**config.mk**
```make
export PLATFORM = sky130hd
export DESIGN_NAME = vadd_compute
export DESIGN_NICKNAME = d
export VERILOG_FILES = /design/src/rtl/vadd_compute.sv
export SDC_FILE = /design/constraint.sdc
export NUM_CORES = 1
export LEC_CHECK = 0
export CORE_AREA = 2 2 222 224
export DETAILED_ROUTE_END_ITERATION = 7
export DIE_AREA = 0 0 224 226
export GPL_TIMING_DRIVEN = 1
export SLEW_MARGIN = 20
export SYNTH_ARGS = -nofsm -noshare
export SYNTH_HDL_FRONTEND = slang
export SYNTH_SLANG_ARGS = --single-unit
```
**constraint.sdc**
```tcl
create_clock -name clock -period 5.3 [get_ports clock]
set_input_delay 0.795 -clock clock [delete_from_list [all_inputs] [get_ports clock]]
set_output_delay 0.795 -clock clock [all_outputs]
set_load 0.05 [all_outputs]
```
**src/rtl/vadd_compute.sv**
```systemverilog
// Vector-add compute stage: streams A[i] and B[i] from memory, writes C[i] = A[i] + B[i].
// Ports: clock/reset, launch/finish handshake, busy-cycle event counter, host registers
// (length, a/b/c base addresses), one-beat memory request/write/read channels.
module vadd_compute #(
    parameter int HOST_DATA_BITS = 32,
    parameter int MEM_ADDR_BITS  = 64,
    parameter int MEM_LEN_BITS   = 8,
    parameter int MEM_DATA_BITS  = 64
) (
    input  logic                      clock,
    input  logic                      reset,
    input  logic                      launch,
    output logic                      finish,
    output logic                      event_counter_valid,
    output logic [HOST_DATA_BITS-1:0] event_counter_value,
    input  logic [HOST_DATA_BITS-1:0] length,
    input  logic [HOST_DATA_BITS-1:0] a_addr,
    input  logic [HOST_DATA_BITS-1:0] b_addr,
    input  logic [HOST_DATA_BITS-1:0] c_addr,
    output logic                      mem_req_valid,
    output logic                      mem_req_opcode,
    output logic [MEM_LEN_BITS-1:0]   mem_req_len,
    output logic [MEM_ADDR_BITS-1:0]  mem_req_addr,
    output logic                      mem_wr_valid,
    output logic [MEM_DATA_BITS-1:0]  mem_wr_bits,
    input  logic                      mem_rd_valid,
    input  logic [MEM_DATA_BITS-1:0]  mem_rd_bits,
    output logic                      mem_rd_ready
);

    typedef enum logic [2:0] {
        IDLE, REQ_A, WAIT_A, REQ_B, WAIT_B, REQ_C, WR_C, DONE
    } state_t;

    state_t                    state_q, state_d;
    logic [HOST_DATA_BITS-1:0] len_q, len_d;
    logic [MEM_ADDR_BITS-1:0]  a_base_q, a_base_d;
    logic [MEM_ADDR_BITS-1:0]  b_base_q, b_base_d;
    logic [MEM_ADDR_BITS-1:0]  c_base_q, c_base_d;
    logic [HOST_DATA_BITS-1:0] i_q, i_d;
    logic [HOST_DATA_BITS-1:0] cnt_q, cnt_d;
    logic [MEM_DATA_BITS-1:0]  a_q, a_d;
    logic [MEM_DATA_BITS-1:0]  b_q, b_d;

    // Byte offset of element i; wraps in the memory address width.
    logic [MEM_ADDR_BITS-1:0]  elem_ofs;
    assign elem_ofs = MEM_ADDR_BITS'(i_q) << 3;

    // Next-state and datapath register updates.
    always_comb begin
        state_d  = state_q;
        len_d    = len_q;
        a_base_d = a_base_q;
        b_base_d = b_base_q;
        c_base_d = c_base_q;
        i_d      = i_q;
        cnt_d    = cnt_q;
        a_d      = a_q;
        b_d      = b_q;

        // Counter reads 0 in the first busy cycle, so it only advances
        // from a busy cycle; it holds in IDLE so the final count stays readable.
        if (state_q != IDLE) begin
            cnt_d = cnt_q + 1'b1;
        end

        case (state_q)
            IDLE: begin
                if (launch) begin
                    len_d    = length;
                    a_base_d = MEM_ADDR_BITS'(a_addr);
                    b_base_d = MEM_ADDR_BITS'(b_addr);
                    c_base_d = MEM_ADDR_BITS'(c_addr);
                    i_d      = '0;
                    cnt_d    = '0;
                    state_d  = (length == '0) ? DONE : REQ_A;
                end
            end
            REQ_A:  state_d = WAIT_A;
            WAIT_A: begin
                if (mem_rd_valid) begin
                    a_d     = mem_rd_bits;
                    state_d = REQ_B;
                end
            end
            REQ_B:  state_d = WAIT_B;
            WAIT_B: begin
                if (mem_rd_valid) begin
                    b_d     = mem_rd_bits;
                    state_d = REQ_C;
                end
            end
            REQ_C:  state_d = WR_C;
            WR_C: begin
                i_d     = i_q + 1'b1;
                state_d = (i_q + 1'b1 == len_q) ? DONE : REQ_A;
            end
            DONE:   state_d = IDLE;
            default: state_d = IDLE;
        endcase
    end

    always_ff @(posedge clock) begin
        if (reset) begin
            state_q  <= IDLE;
            len_q    <= '0;
            a_base_q <= '0;
            b_base_q <= '0;
            c_base_q <= '0;
            i_q      <= '0;
            cnt_q    <= '0;
            a_q      <= '0;
            b_q      <= '0;
        end else begin
            state_q  <= state_d;
            len_q    <= len_d;
            a_base_q <= a_base_d;
            b_base_q <= b_base_d;
            c_base_q <= c_base_d;
            i_q      <= i_d;
            cnt_q    <= cnt_d;
            a_q      <= a_d;
            b_q      <= b_d;
        end
    end

    // Outputs decode registered state only; everything not owned by the
    // current state is driven to 0.
    always_comb begin
        finish              = (state_q == DONE);
        event_counter_valid = (state_q != IDLE);
        event_counter_value = cnt_q;
        mem_req_valid       = 1'b0;
        mem_req_opcode      = 1'b0;
        mem_req_len         = '0;
        mem_req_addr        = '0;
        mem_wr_valid        = 1'b0;
        mem_wr_bits         = '0;
        mem_rd_ready        = 1'b0;
        case (state_q)
            REQ_A: begin
                mem_req_valid = 1'b1;
                mem_req_addr  = a_base_q + elem_ofs;
            end
            REQ_B: begin
                mem_req_valid = 1'b1;
                mem_req_addr  = b_base_q + elem_ofs;
            end
            REQ_C: begin
                mem_req_valid  = 1'b1;
                mem_req_opcode = 1'b1;
                mem_req_addr   = c_base_q + elem_ofs;
            end
            WR_C: begin
                mem_wr_valid = 1'b1;
                mem_wr_bits  = a_q + b_q;   // carry out is dropped
            end
            WAIT_A, WAIT_B: mem_rd_ready = 1'b1;
            default: ;
        endcase
    end

endmodule

```
==> summary.md <==
| Metric | Value |
|---|---|
| Crit Reg-Reg Endpoint | `state_q[1]` |
| Worst-path fanout max | `19` |
| Reg2reg start | `i_q[1]` |
| CP arrival | `4.39 ns` |
| Hold worst-path end | `a_base_q[6]` |
| Final wirelength | `68800 um` |
| WHS Path Cells | `2` |
| Pre-CTS WS | `0.166 ns` |
| Initial antenna violation count | `7` |
| Adder-cell share of the synthesized area | `6.59%` |
| Crit path capture type | `output port` |
| Max_slew headroom | `31.1%` |
| Run status | `finished, final reports clean` |
| Crit Path Category | `reg -> out` |
| Die Width | `224 um` |
| Final core occ | `51.4%` |
| Leading cell types in the layout, fill and taps excluded | `714 x nand2_1, 406 x a21oi_1, 321 x dfxtp_1` |
| CP Launch Type | `flop` |
| VDD IR max | `0.000352 V` |
| Standard-cell rows | `81` |
| Hold Crit Start | `a_base_q[6]` |
| Most common cell after layout, fill and taps aside | `nand2_1` |
| R2r worst-path depth | `10` |
| Clock group share of total power | `31.9%` |
| Synth Area in Compound Gates | `21.2%` |
| Largest family of logic cells by synthesized area | `simple AND/OR/NAND/NOR gates` |
| Post-synthesis async set-or-reset flop share | `0%` |
| Sink Count | `323` |
| Sequential power share | `35.6%` |
| Ys Warns | `0` |
| Cell taking the most area after synthesis | `dfxtp_1` |
| Syn Inst Count | `2738` |
| Core area | `0.0483 mm^2` |
| RSZ-0062 raised after global routing | `true` |
| Layout cells sized above 1 | `6.50%` |
| Pre-antenna DRT Iters | `6` |
| Power Dens Cells | `333 mW/mm^2` |
| Detailed placer's ending HPWL | `51400 um` |
| First-pass GRT wire length | `106000 um` |
| Crit path buffers/inverters | `3` |
| Worst path required time | `4.51 ns` |
| Cell Area, Synth | `0.0196 mm^2` |
| F_max | `0.193 GHz` |
| Hold Vio Cnt, Final | `0` |
| Final #Nets | `3272` |
| Routed wire per std cell | `19.0 um` |
| Int Pwr | `0.00519 W` |
| Leakage | `9.57 nW` |
| Max-cap viol count | `0` |
| Final-report max-slew violation count | `0` |
| Top post-synthesis cells by area | `dfxtp_1 33%, nand2_1 14%, a21oi_1 10%` |
| Crit-path cells | `nor2b_1 > and2_1 > nor2_2 > buf_4 > nand2_1 > nand2_1 > ha_1 > a2111oi_2 > o21ai_2 > a31o_2 > a31oi_1 > buf_4 > o31a_1 > o31ai_4 > nand3_1 > mux2i_2 > buf_12` |
| Gr usage total | `26.3%` |
| Slowest CP cell | `a2111oi_2` |
| Top Ports | `370` |
| Final setup viols | `0` |
| Post-synth EDFFs | `0` |
| DRC | `0` |
| Final worst path period share | `97.9%` |
| CTS tree | `yes` |
| CP top delay family | `compound AO/OA/AOI/OAI gates` |
| Clock Skews | `0.0184 ns` |
| Area share of xor/xnor cells in the synthesized design | `5.37%` |
| Final worst slack | `0.114 ns` |
| Worst Tran Pin Value | `1.03 ns` |
| Largest net degree at the start of global routing | `149` |
| Mux cell area share after synthesis | `0.958%` |
| Via-per-instance ratio | `5.57` |
| ANT nets after route | `0` |
| Clk buf depth | `3` |
| Min Tclk post-route | `5.19 ns` |
| Number of global-route vias before repair | `19116` |
| R2R setup slack | `1.44 ns` |
| Vias | `20214` |
| Main flop type after synthesis | `dfxtp_1` |
| Htree depth | `2` |
| Routability cong. | `0.892` |
| Initial Util | `40.5%` |
| Worst hold margin | `0.456 ns` |
| Die area | `0.0506 mm^2` |
| Crit-path max cell delay | `0.45 ns` |
| Clock-pin slew on the worst setup and hold paths | `0.06 ns` |
| Fin area | `0.0249 mm^2` |
| Sw Pwr | `0.00309 W` |
| Type of the worst min-delay path | `reg -> reg` |
| Post-Place Cells | `3554` |
| Chip height | `226 um` |
| Synth Area in Simple Gates | `27.7%` |
| Port Buffer Count | `333` |
| Worst skew pair latency | `0.56 ns` |
| CTS Buf Count | `39` |
| Instance area at placement | `0.0235 mm^2` |
| Comb pwr share | `32.5%` |
| Sequential area share after synthesis | `33.0%` |
| Clock root buffer | `clkbuf_16` |
| Switch share | `37.3%` |
| Synth unique cells | `86` |
| Yosys reg bits | `323` |
| Syn-to-layout area delta | `26.9%` |
| Initial DRC Count | `1689` |
| Non-Filler Instances | `3626` |
| Synth top area share | `33.0%` |
| Post-synthesis area per instance | `7.15 um^2` |
| GRT overflow | `0` |
==> routing by layer <==
layer	share of wire, %	global-route usage [%]
met4	2.3	7.51
met3	7.1	4.70
met2	46	42.6
met1	45	35.7
met5	0.035	0
==> tightest hold or removal path: cells and delay by family, from the launching register on <==
kind	cells	cell delay [ns]
DFF	1	0.31
and+or+nand+nor	1	0.05
AOI/OAI and AO/OA	1	0.05
==> registers in the layout, summed over array words and instances (netlist names) <==
signal and count:
b_q 64, state_q 3, event_counter_value 32, i_q 32, a_base_q 32, a_q 64
b_base_q 32, len_q 32, c_base_q 32
==> layout make-up <==
cell class	instances	area [um^2]
Fill cell	4820	23500
Antenna cell	4	10.0
Clock inverter	12	106
Timing Repair Buffer	361	3900
Sequential cell	323	6470
Tap cell	622	778
Inverter	27	101
Multi-Input combinational cell	2222	12400
Clock buffer	55	1140
==> cells in the mapped netlist (9+ instances only) <==
cell type    n
or3_1       14
nor2_1     195
ha_1       100
o21bai_1    18
nand3b_1     9
clkbuf_1   147
o211ai_1    12
xor2_1      45
nand3_1     70
and3_1      33
a21o_1      45
inv_1       25
nor3_1      50
xnor2_1     75
a22oi_1     31
mux2i_1     12
nand4_1     42
and2_1      17
dfxtp_1    323
buf_4       38
nand2b_1    14
nor4_1      20
o21ai_0     87
o21a_1      19
a211oi_1    11
or2_2       14
nand2_1    717
a31oi_1     17
nor2b_1     13
buf_2       10
a21oi_1    408
==> power groups by stage <==
stage	Combinational [W]	Sequential, W	Clock [W]
CTS	0.00268	0.00294	0.00269
detailed placement	0.00267	0.00299	0
global route	0.00294	0.00298	0.00279
floorplan	0.00180	0.00293	0
finish	0.00269	0.00295	0.00264
global placement	0.00263	0.00299	0
==> how the worst max path moves through the flow <==
stage | start | endpoint | slack, ns | cells after the start
4_1_cts | a_q[0] | mem_wr_bits[56] | 0.03 | 12
6_report | state_q[2] | mem_req_addr[34] | 0.11 | 17
5_1_grt | state_q[1] | mem_req_addr[34] | -0.07 | 18
2_1_floorplan | state_q[2] | mem_req_addr[34] | 0.17 | 16
3_3_place_gp | a_q[23] | mem_wr_bits[60] | 0.14 | 11
3_5_place_dp | a_q[23] | mem_wr_bits[60] | 0.17 | 10
==> kinds of logic after synthesis <==
kind of cell / count (synthesis)
AO/OA/AOI/OAI: 707
XOR/XNOR: 120
adder cells (fa/ha/maj): 102
buffers and inverters: 228
flip-flops: 323
multiplexers: 18
other: 1
AND/OR/NAND/NOR: 1239
==> per-stage QoR <==
stage          setup TNS [ns]  total power [W]
3_5_place_dp                0          0.00566
6_report                    0          0.00827
2_1_floorplan               0          0.00473
4_1_cts                     0          0.00831
3_3_place_gp                0          0.00562
5_1_grt               -0.0882          0.00871
==> what timing repair did <==
| action | CTS | global route |
|---|---|---|
| buffers inserted | 1 | 0 |
| gates resized for setup | 27 | 45 |
| hold endpoints to repair | 0 | 0 |
| setup endpoints to repair | 23 | 32 |
| hold buffers | 0 | 0 |
No activity file was read; power rests on OpenSTA's default activity.
